$ cat src/rtl/camera_pkg.sv
// Shared types and helpers for the camera display path.
package camera_pkg;

  localparam int CAM_W_DEFAULT = 320;
  localparam int CAM_H_DEFAULT = 240;

  typedef struct packed {
    logic [4:0] r;
    logic [5:0] g;
    logic [4:0] b;
  } rgb565_t;

  typedef logic [23:0] rgb888_t;

  // Widen each channel by replicating its top bits into the new low bits,
  // so full-scale 565 maps to full-scale 888 and zero stays zero.
  function automatic rgb888_t rgb565_to_888(input rgb565_t p);
    return {p.r, p.r[4:2], p.g, p.g[5:4], p.b, p.b[4:2]};
  endfunction

endpackage

$ cat src/rtl/camera_frame_reader_pipe_delay.sv
// Fixed-depth register chain used to keep side-band signals aligned with
// the BRAM read and colour-expansion pipeline.
module pipe_delay #(
  parameter int WIDTH = 1,
  parameter int DEPTH = 1
) (
  input  logic             clk,
  input  logic             rst,
  input  logic [WIDTH-1:0] data,
  output logic [WIDTH-1:0] delayed
);

  logic [WIDTH-1:0] stages [DEPTH];

  // Shift the word one stage per clock; reset flushes every stage to zero.
  always_ff @(posedge clk or posedge rst) begin
    if (rst) begin
      for (int i = 0; i < DEPTH; i++) stages[i] <= '0;
    end else begin
      stages[0] <= data;
      for (int i = 1; i < DEPTH; i++) stages[i] <= stages[i-1];
    end
  end

  assign delayed = stages[DEPTH-1];

endmodule

$ cat src/rtl/camera_frame_reader.sv
// Camera layer producer: reads RGB565 frames from a double-buffered BRAM,
// upscales them, expands to RGB888 and emits them aligned with the
// delayed screen timing. Also owns the tear-free bank swap with the writer.
module camera_frame_reader
  import camera_pkg::*;
#(
  parameter int CAM_W        = CAM_W_DEFAULT,
  parameter int CAM_H        = CAM_H_DEFAULT,
  parameter int SCALE_LOG2   = 1,
  parameter int X0           = 0,
  parameter int Y0           = 0,
  parameter int BRAM_LATENCY = 2,
  parameter int ADDR_W       = 18
) (
  input  logic              clk_in,
  input  logic              rst_in,
  input  logic [10:0]       hcount_in,
  input  logic [9:0]        vcount_in,
  input  logic              active_draw_in,
  input  logic              new_frame_in,
  input  logic              mirror_in,
  input  logic              frame_ready_in,
  output logic              read_bank_out,
  output logic              bank_released_out,
  output logic [ADDR_W-1:0] mem_addr_out,
  input  logic [15:0]       mem_data_in,
  output logic [10:0]       hcount_out,
  output logic [9:0]        vcount_out,
  output logic              active_draw_out,
  output logic [23:0]       camera_pixel_out
);

  localparam int LAT         = BRAM_LATENCY + 2;
  localparam int FRAME_WORDS = CAM_W * CAM_H;
  localparam logic [31:0] X_LO = 32'(X0);
  localparam logic [31:0] X_HI = 32'(X0 + (CAM_W << SCALE_LOG2));
  localparam logic [31:0] Y_LO = 32'(Y0);
  localparam logic [31:0] Y_HI = 32'(Y0 + (CAM_H << SCALE_LOG2));

  logic              read_bank;
  logic              pending;
  logic              mirror_q;
  logic              swap;
  logic              bank_now;
  logic              in_win;
  logic              win_late;
  logic [31:0]       h_wide;
  logic [31:0]       v_wide;
  logic [ADDR_W-1:0] sx;
  logic [ADDR_W-1:0] sy;
  logic [ADDR_W-1:0] col;
  logic [ADDR_W-1:0] addr_next;
  logic [21:0]       timing_late;

  // A swap happens at frame start when the writer has a finished frame,
  // including one announced in this very cycle. The address logic uses the
  // post-swap bank so the first read of the new frame hits the new bank.
  assign swap     = new_frame_in && (pending || frame_ready_in);
  assign bank_now = swap ? ~read_bank : read_bank;

  // Window test is done on the raw counts before any subtraction so a
  // count left of/above the image can never wrap into the window.
  always_comb begin
    h_wide    = 32'(hcount_in);
    v_wide    = 32'(vcount_in);
    in_win    = active_draw_in &&
                (h_wide >= X_LO) && (h_wide < X_HI) &&
                (v_wide >= Y_LO) && (v_wide < Y_HI);
    sx        = ADDR_W'((h_wide - X_LO) >> SCALE_LOG2);
    sy        = ADDR_W'((v_wide - Y_LO) >> SCALE_LOG2);
    col       = mirror_q ? (ADDR_W'(CAM_W - 1) - sx) : sx;
    addr_next = (bank_now ? ADDR_W'(FRAME_WORDS) : '0) + sy * ADDR_W'(CAM_W) + col;
  end

  // Bank handshake and frame-synchronous mirror sampling.
  always_ff @(posedge clk_in or posedge rst_in) begin
    if (rst_in) begin
      read_bank         <= 1'b0;
      pending           <= 1'b0;
      mirror_q          <= 1'b0;
      bank_released_out <= 1'b0;
    end else begin
      read_bank         <= bank_now;
      pending           <= swap ? 1'b0 : (pending || frame_ready_in);
      bank_released_out <= swap;
      if (new_frame_in) mirror_q <= mirror_in;
    end
  end

  assign read_bank_out = read_bank;

  // First pipeline stage: register the read address, holding it outside
  // the image so the BRAM is not toggled needlessly.
  always_ff @(posedge clk_in or posedge rst_in) begin
    if (rst_in) begin
      mem_addr_out <= '0;
    end else if (in_win) begin
      mem_addr_out <= addr_next;
    end
  end

  pipe_delay #(.WIDTH(22), .DEPTH(LAT)) timing_pipe (
    .clk     (clk_in),
    .rst     (rst_in),
    .data    ({hcount_in, vcount_in, active_draw_in}),
    .delayed (timing_late)
  );

  pipe_delay #(.WIDTH(1), .DEPTH(BRAM_LATENCY + 1)) win_pipe (
    .clk     (clk_in),
    .rst     (rst_in),
    .data    (in_win),
    .delayed (win_late)
  );

  assign {hcount_out, vcount_out, active_draw_out} = timing_late;

  // Final stage: expand the returned word, blanking pixels outside the image.
  always_ff @(posedge clk_in or posedge rst_in) begin
    if (rst_in) begin
      camera_pixel_out <= '0;
    end else begin
      camera_pixel_out <= win_late ? rgb565_to_888(rgb565_t'(mem_data_in)) : 24'h000000;
    end
  end

endmodule
$ cat config.mk
export PLATFORM = sky130hd
export DESIGN_NAME = camera_frame_reader
export DESIGN_NICKNAME = d
export VERILOG_FILES = /design/src/rtl/camera_pkg.sv /design/src/rtl/camera_frame_reader_pipe_delay.sv /design/src/rtl/camera_frame_reader.sv
export SDC_FILE = /design/constraint.sdc
export NUM_CORES = 1
export LEC_CHECK = 0
export ABC_AREA = 1
export BUFFER_PORTS_ARGS = -buffer_cell sky130_fd_sc_hd__buf_2
export CORE_ASPECT_RATIO = 0.75
export CORE_MARGIN = 8
export CORE_UTILIZATION = 35
export DETAILED_ROUTE_END_ITERATION = 10
export PLACE_DENSITY = 0.66
export SLEW_MARGIN = 20
export SYNTH_ARGS = -nofsm -noshare
export SYNTH_HDL_FRONTEND = slang
export SYNTH_SLANG_ARGS = --single-unit
$ cat constraint.sdc
create_clock -name clk_in -period 9.2 [get_ports clk_in]
set_input_delay 0.92 -clock clk_in [delete_from_list [all_inputs] [get_ports clk_in]]
set_output_delay 0.92 -clock clk_in [all_outputs]
set_load 0.02 [all_outputs]
==> results of run 1 <==
[synth_stat cells]
library cell / instances
a21o_1: 2
nor2_2: 1
nor2_1: 18
a21oi_1: 8
o21ai_0: 12
buf_12: 1
a21boi_1: 1
o211ai_1: 2
nand2_4: 1
buf_4: 29
inv_1: 52
nand3b_1: 1
ha_1: 32
o21bai_1: 1
fa_1: 6
nand2_1: 92
clkinv_4: 1
clkbuf_1: 2
o21ai_1: 2
buf_2: 1
nand2_2: 3
a31oi_1: 1
buf_6: 2
xnor2_1: 10
o31ai_1: 1
nand4_1: 5
a31oi_2: 1
dfrtp_1: 129
nand3_1: 18
a21oi_2: 1
mux2_2: 1
xor2_1: 6
[layer usage]
layer | vias to the layer above | routed length, µm
met5 | - | 0
met4 | 0 | 133
met3 | 11 | 823
met2 | 99 | 4970
met1 | 1497 | 4440
li1 | 1558 | -
[worst paths after layout]
kind / startpoint / end / slack, ns / cells after the start
max in group asynchronous: rst_in / timing_pipe.stages[52]$_DFF_PP0_ / 7.33 / 3
min in group asynchronous: rst_in / timing_pipe.stages[36]$_DFF_PP0_ / 0.53 / 2
worst min-delay path: timing_pipe.stages[53]$_DFF_PP0_ / timing_pipe.stages[31]$_DFF_PP0_ / 0.34 / 0
worst max register to register: pending$_DFF_PP0_ / mem_addr_out[14]$_DFFE_PP0P_ / 6.23 / 13
worst min register to register: timing_pipe.stages[53]$_DFF_PP0_ / timing_pipe.stages[31]$_DFF_PP0_ / 0.34 / 0
worst max-delay path: vcount_in[2] / mem_addr_out[14]$_DFFE_PP0P_ / 5.64 / 16
[area by class of cell]
| class | count | area [µm²] |
|---|---|---|
| Tap cell | 200 | 250 |
| Multi-Input combinational cell | 226 | 1440 |
| Timing Repair Buffer | 109 | 548 |
| Fill cell | 1309 | 8090 |
| Sequential cell | 129 | 3230 |
| Inverter | 53 | 209 |
| Clock buffer | 21 | 460 |
| Clock inverter | 11 | 176 |
[state kept, by name, summed over array words and instances, names as in the netlist]
signal / flops
timing_pipe.stages: 66
timing_pipe.delayed: 22
mem_addr_out: 18
camera_pixel_out: 16
win_pipe.stages: 2
bank_released_out: 1
mirror_q: 1
pending: 1
read_bank_out: 1
win_pipe.delayed: 1
[cell families (layout without fill, tap and decap cells)]
group	after synthesis	after routing	share of synthesized area, %
XOR/XNOR	16	16	2.72
buffers and inverters	88	194	9.27
flip-flops	129	129	62.7
AO/OA/AOI/OAI	32	32	3.70
multiplexers	1	1	0.219
adder cells (fa/ha/maj)	38	38	10.1
AND/OR/NAND/NOR	139	139	11.2
[metrics by stage]
stage,instance area [µm²],hold WS [ns],utilization [%],setup slack [ns]
3_3_place_gp,5680,0.331,39.4,5.34
4_1_cts,6310,0.341,43.8,5.69
3_5_place_dp,5680,0.335,39.4,5.25
6_report,6310,0.341,43.8,5.64
2_1_floorplan,5140,0.331,-,4.84
5_1_grt,6310,0.346,43.8,5.46
[critical path: stages]
cell and delay (ns):
buf_2 0.11, ha_1 0.29, ha_1 0.23, fa_1 0.40, nand2_1 0.08, nand2_1 0.06
nand2_1 0.10, xor2_1 0.09, fa_1 0.48, inv_1 0.04, ha_1 0.36, a21o_1 0.23
a21oi_1 0.20, nand3b_1 0.10, nand3_1 0.09, nand2_1 0.06
[power groups by stage]
stage	registers, mW	clock network [mW]	logic [mW]
after floorplan	0.694	0	0.294
after global placement	0.654	0	0.446
after detailed placement	0.657	0	0.459
after CTS	0.648	0.733	0.462
after global routing	0.654	0.759	0.524
final	0.647	0.712	0.461
==> results.txt, run 1 <==
Status: finished, final reports clean
Post-route ant nets: 0
CTS tree: built
Initial Util: 35.7%
N_diodes: 0
CP arrival: 3.85 ns
Yosys top cell by area: dfrtp_1
Remaining DRCs: 0
Final Max Slew Viols: 0
Largest net degree at the start of global routing: 81
Total CTS buffers: 17
Vias: 3165
Post-Route WL: 10400 µm
Fin Setup TNS: 0 ns
Most area-consuming cells after synthesis: dfrtp_1 (63%), ha_1 (7.8%), nand2_1 (6.7%), buf_4 (4.2%), inv_1 (3.8%)
Fin Clk Skew: 0.00609 ns
P&R area growth vs syn: 22.7%
Fin crit share: 38.6%
Seq cells post-synth: 129
Sequential power share: 35.5%
Net count, final: 617
Hold Violations, Final: 0
Die extent in y: 121 µm
First-pass GRT wire length: 16900 µm
Fin cells: 749
Power Density: 288 nW/µm²
CP Data Required Time: 9.50 ns
Total power: 1.82 mW
Synth cell types: 32
DIE AREA: 18900 µm²
H-tree Lvls: 4
Type of the worst min-delay path: reg2reg
Most frequent cells in the layout: dfrtp_1 (129), buf_2 (108), nand2_1 (92)
Clock-pin slew on the worst setup and hold paths: 0.06 ns
Layout cells sized above 1: 27.1%
HPWL Detailed: 7680 µm
GR met3 Demand/Resource: 5.80%
GRT Total Usage: 11.7%
Root Driver: clkbuf_16
Clk_lat worst skew: 0.41 ns
Clk pwr share: 39.1%
Met2 GRT Util: 18.8%
Average wire per cell in the routed design: 13.8 µm
Die W: 156 µm
I/O pin cnt: 109
Max_cap viols: 0
Sw Pwr: 0.565 mW
GRT overflow: 0
Syn Inst Count: 443
Cts hold-fix bufs: 0
VDD IR-drop max: 0.134 mV
Netlist Area Pre-Place: 5140 µm²
Met1 usage: 13.2%
Slew HR: 35.7%
Synth top area share: 62.7%
Initial DRC Count: 144
Post-route minimum period: 3.56 ns
Port Buf Inserts: 108
Max Buffers Root-to-Sink: 2
Pint: 1.25 mW
Post_cts resized: 0
Worst-Margin Slew: 0.965 ns
Placer congestion estimate: 0.816
Initial antenna violation count: 0
Yosys warns: 0
Seq/Total Area, Yosys: 62.7%
Syn Area/Cell: 11.6 µm²
Critical path fanouts, max: 6
Final setup violation count: 0
Clk sinks: 129
FMAX: 281 MHz
Core area: 14400 µm²
Placed Cells incl. Taps: 717
Busiest layer in global routing: met2
Commonest non-fill, non-tap cell in the layout: dfrtp_1
Row count: 38
Vias per cell: 4.23
Vias in the first global route: 3395
TritonRoute pass-1 iters: 6
Worst Setup End Kind: flop
P_leak: 3.41 nW
Post-CTS Setup Inserts: 0
Sw frac: 31.1%
Mapped Nets: 524
Comb pwr share: 25.3%
Setup Crit Path Kind: in2reg
RSZ-0062 raised after global routing: false
Startpoint types: input pin
No activity file was read; power rests on OpenSTA's default activity.
==> run 2: changes to the inputs <==
--- a/config.mk
+++ b/config.mk
@@ -5,13 +5,13 @@
 export SDC_FILE = /design/constraint.sdc
 export NUM_CORES = 1
 export LEC_CHECK = 0
-export ABC_AREA = 1
+export ABC_AREA = 0
 export BUFFER_PORTS_ARGS = -buffer_cell sky130_fd_sc_hd__buf_2
 export CORE_ASPECT_RATIO = 0.75
 export CORE_MARGIN = 8
 export CORE_UTILIZATION = 35
 export DETAILED_ROUTE_END_ITERATION = 10
-export PLACE_DENSITY = 0.66
+export PLACE_DENSITY = 0.67
 export SLEW_MARGIN = 20
 export SYNTH_ARGS = -nofsm -noshare
 export SYNTH_HDL_FRONTEND = slang
==> constraint.sdc (replaced) <==
create_clock -name clk_in -period 3.3 [get_ports clk_in]
set_input_delay 0.33 -clock clk_in [delete_from_list [all_inputs] [get_ports clk_in]]
set_output_delay 0.33 -clock clk_in [all_outputs]
set_load 0.02 [all_outputs]
==> run 2 against run 1 <==
Clock-buffer cell count decreased by 4. Via count is 11% lower. Wire length fell by 10%. Highest routed layer unchanged.
==> results.txt, run 2 <==
Design Area, Final: 6260 µm²
Initial antenna violation count: 0
Post-route minimum period: 3.20 ns
Startpoint types: input pin
Final Max Slew Viols: 0
Post-synth EDFFs: 0
RSZ-0062 raised after global routing: false
R2R Setup Slk: 0.43 ns
Initial DRC Count: 115
GRT Total Usage: 10.7%
DIE AREA: 18200 µm²
Vias per cell: 4.27
Core area: 13700 µm²
Hold depth: 1
Most flops, register: timing_pipe.stages
Most area-consuming cells after synthesis: dfrtp_1 (66%), ha_1 (8.1%), buf_4 (4.4%), xnor2_1 (2.7%), fa_1 (2.4%)
Die extent in y: 119 µm
Average wire per cell in the routed design: 14.1 µm
Die W: 153 µm
Fin crit share: 97.0%
CP Data Required Time: 3.59 ns
Final setup violation count: 0
R2R cell count: 10
Hold Violations, Final: 0
Post-route ant nets: 0
Row count: 37
Post-Route WL: 9300 µm
Seq cells post-synth: 129
Most frequent cells in the layout: dfrtp_1 (129), buf_2 (108), ha_1 (29)
Final Util: 45.5%
Setup Crit Path Kind: in2reg
Vias in the first global route: 3094
Area of the multi-input gates: 1440 µm²
Ys async rst share: 100%
HPWL Detailed: 6960 µm
Initial Util: 35.8%
Slew HR: 49.9%
Post-CTS Setup Inserts: 0
Vias: 2812
Commonest non-fill, non-tap cell in the layout: dfrtp_1
Synth top area share: 65.5%
Seq/Total Area, Yosys: 65.5%
Yosys warns: 0
Largest net degree at the start of global routing: 96
Syn Area/Cell: 13.9 µm²
First-pass GRT wire length: 15500 µm
Final WS setup: 0.0979 ns
Root Driver: clkbuf_16
Fin cells: 658
N_diodes: 0
Net count, final: 551
Port Buf Inserts: 108
P&R area growth vs syn: 27.1%
VDD IR-drop max: 0.253 mV
Pre-CTS worst setup slack: -0.359 ns
I/O pin cnt: 109
Placer congestion estimate: 0.780
Total power: 5.03 mW
Worst Setup End Kind: flop
Placed Instance Area: 5650 µm²
CP arrival: 3.49 ns
R2R Path End: mem_addr_out[17]$_DFFE_PP0P_
Clk sinks: 129
FMAX: 312 MHz
Max Buffers Root-to-Sink: 2
P_leak: 3.15 nW
Type of the worst min-delay path: in2reg
Clock-pin slew on the worst setup and hold paths: 0.07 ns
Max reg flops: 66
Netlist Area Pre-Place: 4920 µm²
R2r startpoint: pending$_DFF_PP0_
Top FF cell, synth: dfrtp_1
Storage cell area: 3230 µm²
Remaining DRCs: 0
GRT overflow: 0
Placed Cells incl. Taps: 626
Critical path fanouts, max: 4
Mapped Nets: 435
Synth top cells by count: dfrtp_1 (129), ha_1 (32), buf_4 (29), nand2_1 (27), o21ai_1 (18)
Synth cell types: 35
# fillers: 1254
Fin Clk Skew: 0.00654 ns
TritonRoute pass-1 iters: 4
H-tree Lvls: 4
Syn Inst Count: 354
Count leader, synth: dfrtp_1
Yosys top cell by area: dfrtp_1
Max_cap viols: 0
Worst-Margin Slew: 0.749 ns
Clk_lat worst skew: 0.40 ns
Layout cells sized above 1: 38.1%
Power Density: 803 nW/µm²
Status: finished, final reports clean
Total CTS buffers: 17
Hold endpoint: timing_pipe.stages[77]$_DFF_PP0_
CTS tree: built
Worst min-delay path startpoint: hcount_in[0]
## run 2: power by group
| group | switching (mW) | leakage, nW | internal [mW] |
|---|---|---|---|
| Clock | 0.760 | 0.282 | 1.07 |
| Sequential | 0.0634 | 1.56 | 1.73 |
| Combinational | 0.825 | 1.31 | 0.576 |
| Total | 1.65 | 3.15 | 3.38 |
## run 2: logic make-up after synthesis
logic type | count (synthesis) | synth area share, %
buffers and inverters | 48 | 6.05
xor gates and xnor gates | 23 | 4.09
AOI/OAI and AO/OA | 47 | 6.86
adders and majority gates | 38 | 10.6
DFF | 129 | 65.5
and+or+nand+nor | 68 | 6.66
muxes | 1 | 0.229
## run 2: worst max-delay path by stage
stage,startpoint,to,slack [ns]
2_1_floorplan,vcount_in[3],mem_addr_out[17]$_DFFE_PP0P_,0.004
3_3_place_gp,vcount_in[6],mem_addr_out[17]$_DFFE_PP0P_,-0.20
3_5_place_dp,vcount_in[6],mem_addr_out[17]$_DFFE_PP0P_,-0.36
4_1_cts,vcount_in[6],mem_addr_out[17]$_DFFE_PP0P_,0.09
5_1_grt,vcount_in[6],mem_addr_out[17]$_DFFE_PP0P_,0.01
6_report,vcount_in[6],mem_addr_out[17]$_DFFE_PP0P_,0.1
## run 2: final cells by class
cell class,instances,area share (%)
sequential,129,51.6
inverter,13,0.839
multi-input combinational,177,22.9
clock inverter,15,2.66
clock buffer,17,6.79
tap,175,3.50
timing repair buffer,132,11.7
## run 2: what timing repair did
| action | in CTS | in global routing |
|---|---|---|
| endpoints found under the setup margin | 0 | 1 |
| hold buffers | 0 | 0 |
| gates resized for setup | 0 | 3 |
## run 2: layer usage
layer | part of all wire, % | GRT usage [%] | wire, µm
met1 | 41 | 11.4 | 3780
met2 | 50 | 17.9 | 4660
met3 | 7.8 | 5.46 | 722
met5 | 0 | 0 | 0
met4 | 1.4 | 4.44 | 134
## run 2: metrics by stage
| step | hold slack, ns | setup TNS (ns) |
|---|---|---|
| 6_report | 0.0337 | 0 |
| 3_5_place_dp | 0.335 | -0.925 |
| 3_3_place_gp | 0.331 | -0.706 |
| 2_1_floorplan | 0.331 | 0 |
| 5_1_grt | 0.00479 | 0 |
| 4_1_cts | 0.0154 | 0 |
## run 2: critical path, stage by stage
cell and delay [ns]:
buf_2 0.12, ha_1 0.30, ha_1 0.32, and3_1 0.19, a221o_1 0.36, nor3_2 0.11
o21bai_1 0.10, xor2_1 0.16, fa_1 0.60, ha_4 0.23, nand4_1 0.09, nor2_1 0.06
a211oi_2 0.26, xor2_1 0.17, o21ai_1 0.08
==> run 3: changes to the inputs <==
--- a/config.mk
+++ b/config.mk
@@ -5,13 +5,13 @@
 export SDC_FILE = /design/constraint.sdc
 export NUM_CORES = 1
 export LEC_CHECK = 0
-export ABC_AREA = 0
+export ABC_AREA = 1
 export BUFFER_PORTS_ARGS = -buffer_cell sky130_fd_sc_hd__buf_2
 export CORE_ASPECT_RATIO = 0.75
 export CORE_MARGIN = 8
 export CORE_UTILIZATION = 35
 export DETAILED_ROUTE_END_ITERATION = 10
-export PLACE_DENSITY = 0.67
+export PLACE_DENSITY = 0.66
 export SLEW_MARGIN = 20
 export SYNTH_ARGS = -nofsm -noshare
 export SYNTH_HDL_FRONTEND = slang
==> run 3 against run 2 <==
Power decreased by 4.8%. Highest routed layer unchanged. Critical endpoint unchanged. Clock skew decreased by 0.00098 ns. Critical path type unchanged. Maximum frequency up 7.5%. Sequential power is essentially flat. Clock power fell by 8%.
==> results.txt, run 3 (synthesis gave the netlist of run 1 again) <==
CP Data Required Time: 3.60 ns
GRT Total Usage: 11.7%
Max Buffers Root-to-Sink: 2
Initial Util: 35.7%
GRT overflow: 0
Critical-path top delay cell: ha_1
Port Buf Inserts: 108
Fin crit share: 90.3%
Most flops, register: timing_pipe.stages
Hold depth: 1
TritonRoute pass-1 iters: 4
Slowest stage delay, CP: 0.38 ns
FMAX: 336 MHz
Remaining DRCs: 0
Max reg flops: 66
Initial antenna violation count: 0
Vias per cell: 4.25
R2R Setup Slk: 0.39 ns
P&R area growth vs syn: 21.9%
Clk sinks: 129
Total CTS buffers: 17
Worst-Margin Slew: 0.599 ns
Largest net degree at the start of global routing: 57
Final Max Slew Viols: 0
CTS tree: built
Net count, final: 622
Die W: 156 µm
Setup Crit Path Kind: in2reg
Vias: 3203
Post-Route WL: 10100 µm
VDD IR-drop max: 0.354 mV
N_diodes: 0
Layout cells sized above 1: 27.8%
CP arrival: 3.28 ns
RSZ-0062 raised after global routing: false
Max_cap viols: 0
Critical path fanouts, max: 6
Top delay family on crit path: adder cells
Die extent in y: 121 µm
HPWL Detailed: 7580 µm
DIE AREA: 18900 µm²
Fin Clk Skew: 0.00556 ns
H-tree Lvls: 4
Post-route minimum period: 2.98 ns
Power Density: 763 nW/µm²
Fin Hold WS: 0.0213 ns
R2R cell count: 14
Status: finished, final reports clean
Initial DRC Count: 140
I/O pin cnt: 109
Commonest non-fill, non-tap cell in the layout: dfrtp_1
Root Driver: clkbuf_16
Hold endpoint: timing_pipe.stages[77]$_DFF_PP0_
Type of the worst min-delay path: in2reg
Clk_lat worst skew: 0.41 ns
Vias in the first global route: 3466
CP most frequent cell: nand2_1
Slew HR: 60.1%
Clock-pin slew on the worst setup and hold paths: 0.06 ns
P_leak: 3.38 nW
Worst Setup End Kind: flop
Placer congestion estimate: 0.801
Row count: 38
R2R Path End: mem_addr_out[17]$_DFFE_PP0P_
Average wire per cell in the routed design: 13.4 µm
R2r startpoint: pending$_DFF_PP0_
Total power: 4.79 mW
Hold Violations, Final: 0
Startpoint types: input pin
Crit path buf inv count: 2
Core area: 14400 µm²
Worst min-delay path startpoint: hcount_in[0]
First-pass GRT wire length: 17100 µm
Post-route ant nets: 0
Most frequent cells in the layout: dfrtp_1 (129), buf_2 (108), nand2_1 (92)
Final setup violation count: 0
CP Cell Sequence: buf_2 -> ha_1 -> ha_1 -> a21oi_2 -> nand2_1 -> nand2_1 -> nand2_1 -> a21oi_1 -> xor2_1 -> inv_1 -> ha_1 -> ha_1 -> nand2_1 -> nor2_1 -> nand3_1 -> nand3_1 -> nand3_1 -> nand3_1 -> nand2_1
run 3: worst max-delay path by stage:
stage	start	endpoint	slack [ns]	depth (start not counted)
2_1_floorplan	vcount_in[2]	mem_addr_out[16]$_DFFE_PP0P_	0.27	15
3_3_place_gp	vcount_in[2]	mem_addr_out[17]$_DFFE_PP0P_	0.03	18
3_5_place_dp	vcount_in[4]	mem_addr_out[17]$_DFFE_PP0P_	-0.07	19
4_1_cts	vcount_in[4]	mem_addr_out[17]$_DFFE_PP0P_	0.35	19
5_1_grt	vcount_in[4]	mem_addr_out[17]$_DFFE_PP0P_	0.05	17
6_report	vcount_in[4]	mem_addr_out[17]$_DFFE_PP0P_	0.32	19
run 3: report_power, final:
group	switching, mW	internal, mW	total (mW)
clock network	0.710	0.990	1.70
logic	0.815	0.473	1.29
registers	0.0652	1.73	1.80
total	1.59	3.20	4.79
run 3: layout make-up:
type	instances	area, µm²
Sequential cell	129	3230
Clock buffer	19	443
Multi-Input combinational cell	226	1440
Tap cell	200	250
Clock inverter	13	104
Fill cell	1351	8130
Timing Repair Buffer	114	601
Inverter	53	208
run 3: repair_timing:
action	CTS	global route
setup buffers	0	0
resized for setup	0	0
hold buffers	1	0
hold endpoints to repair	22	0
run 3: stage by stage:
stage | setup WS (ns) | cell area [µm²] | util [%] | cells | setup TNS [ns]
after floorplan | 0.269 | 5150 | - | 443 | 0
after global placement | 0.0331 | 5720 | 39.7 | 721 | 0
after detailed placement | -0.0740 | 5720 | 39.7 | 721 | -0.0969
after CTS | 0.355 | 6270 | 43.5 | 754 | 0
after global routing | 0.0470 | 6270 | 43.5 | 754 | 0
final | 0.320 | 6270 | 43.5 | 754 | 0
run 3: per-layer routing:
metal	global-route usage, %	share of wire [%]	wire length (µm)	vias up
met5	0	0	0	-
met1	13.7	44	4410	1560
met2	18.4	48	4800	72
met4	3.87	1.2	123	0
li1	-	-	-	1561
met3	5.73	7.5	752	10
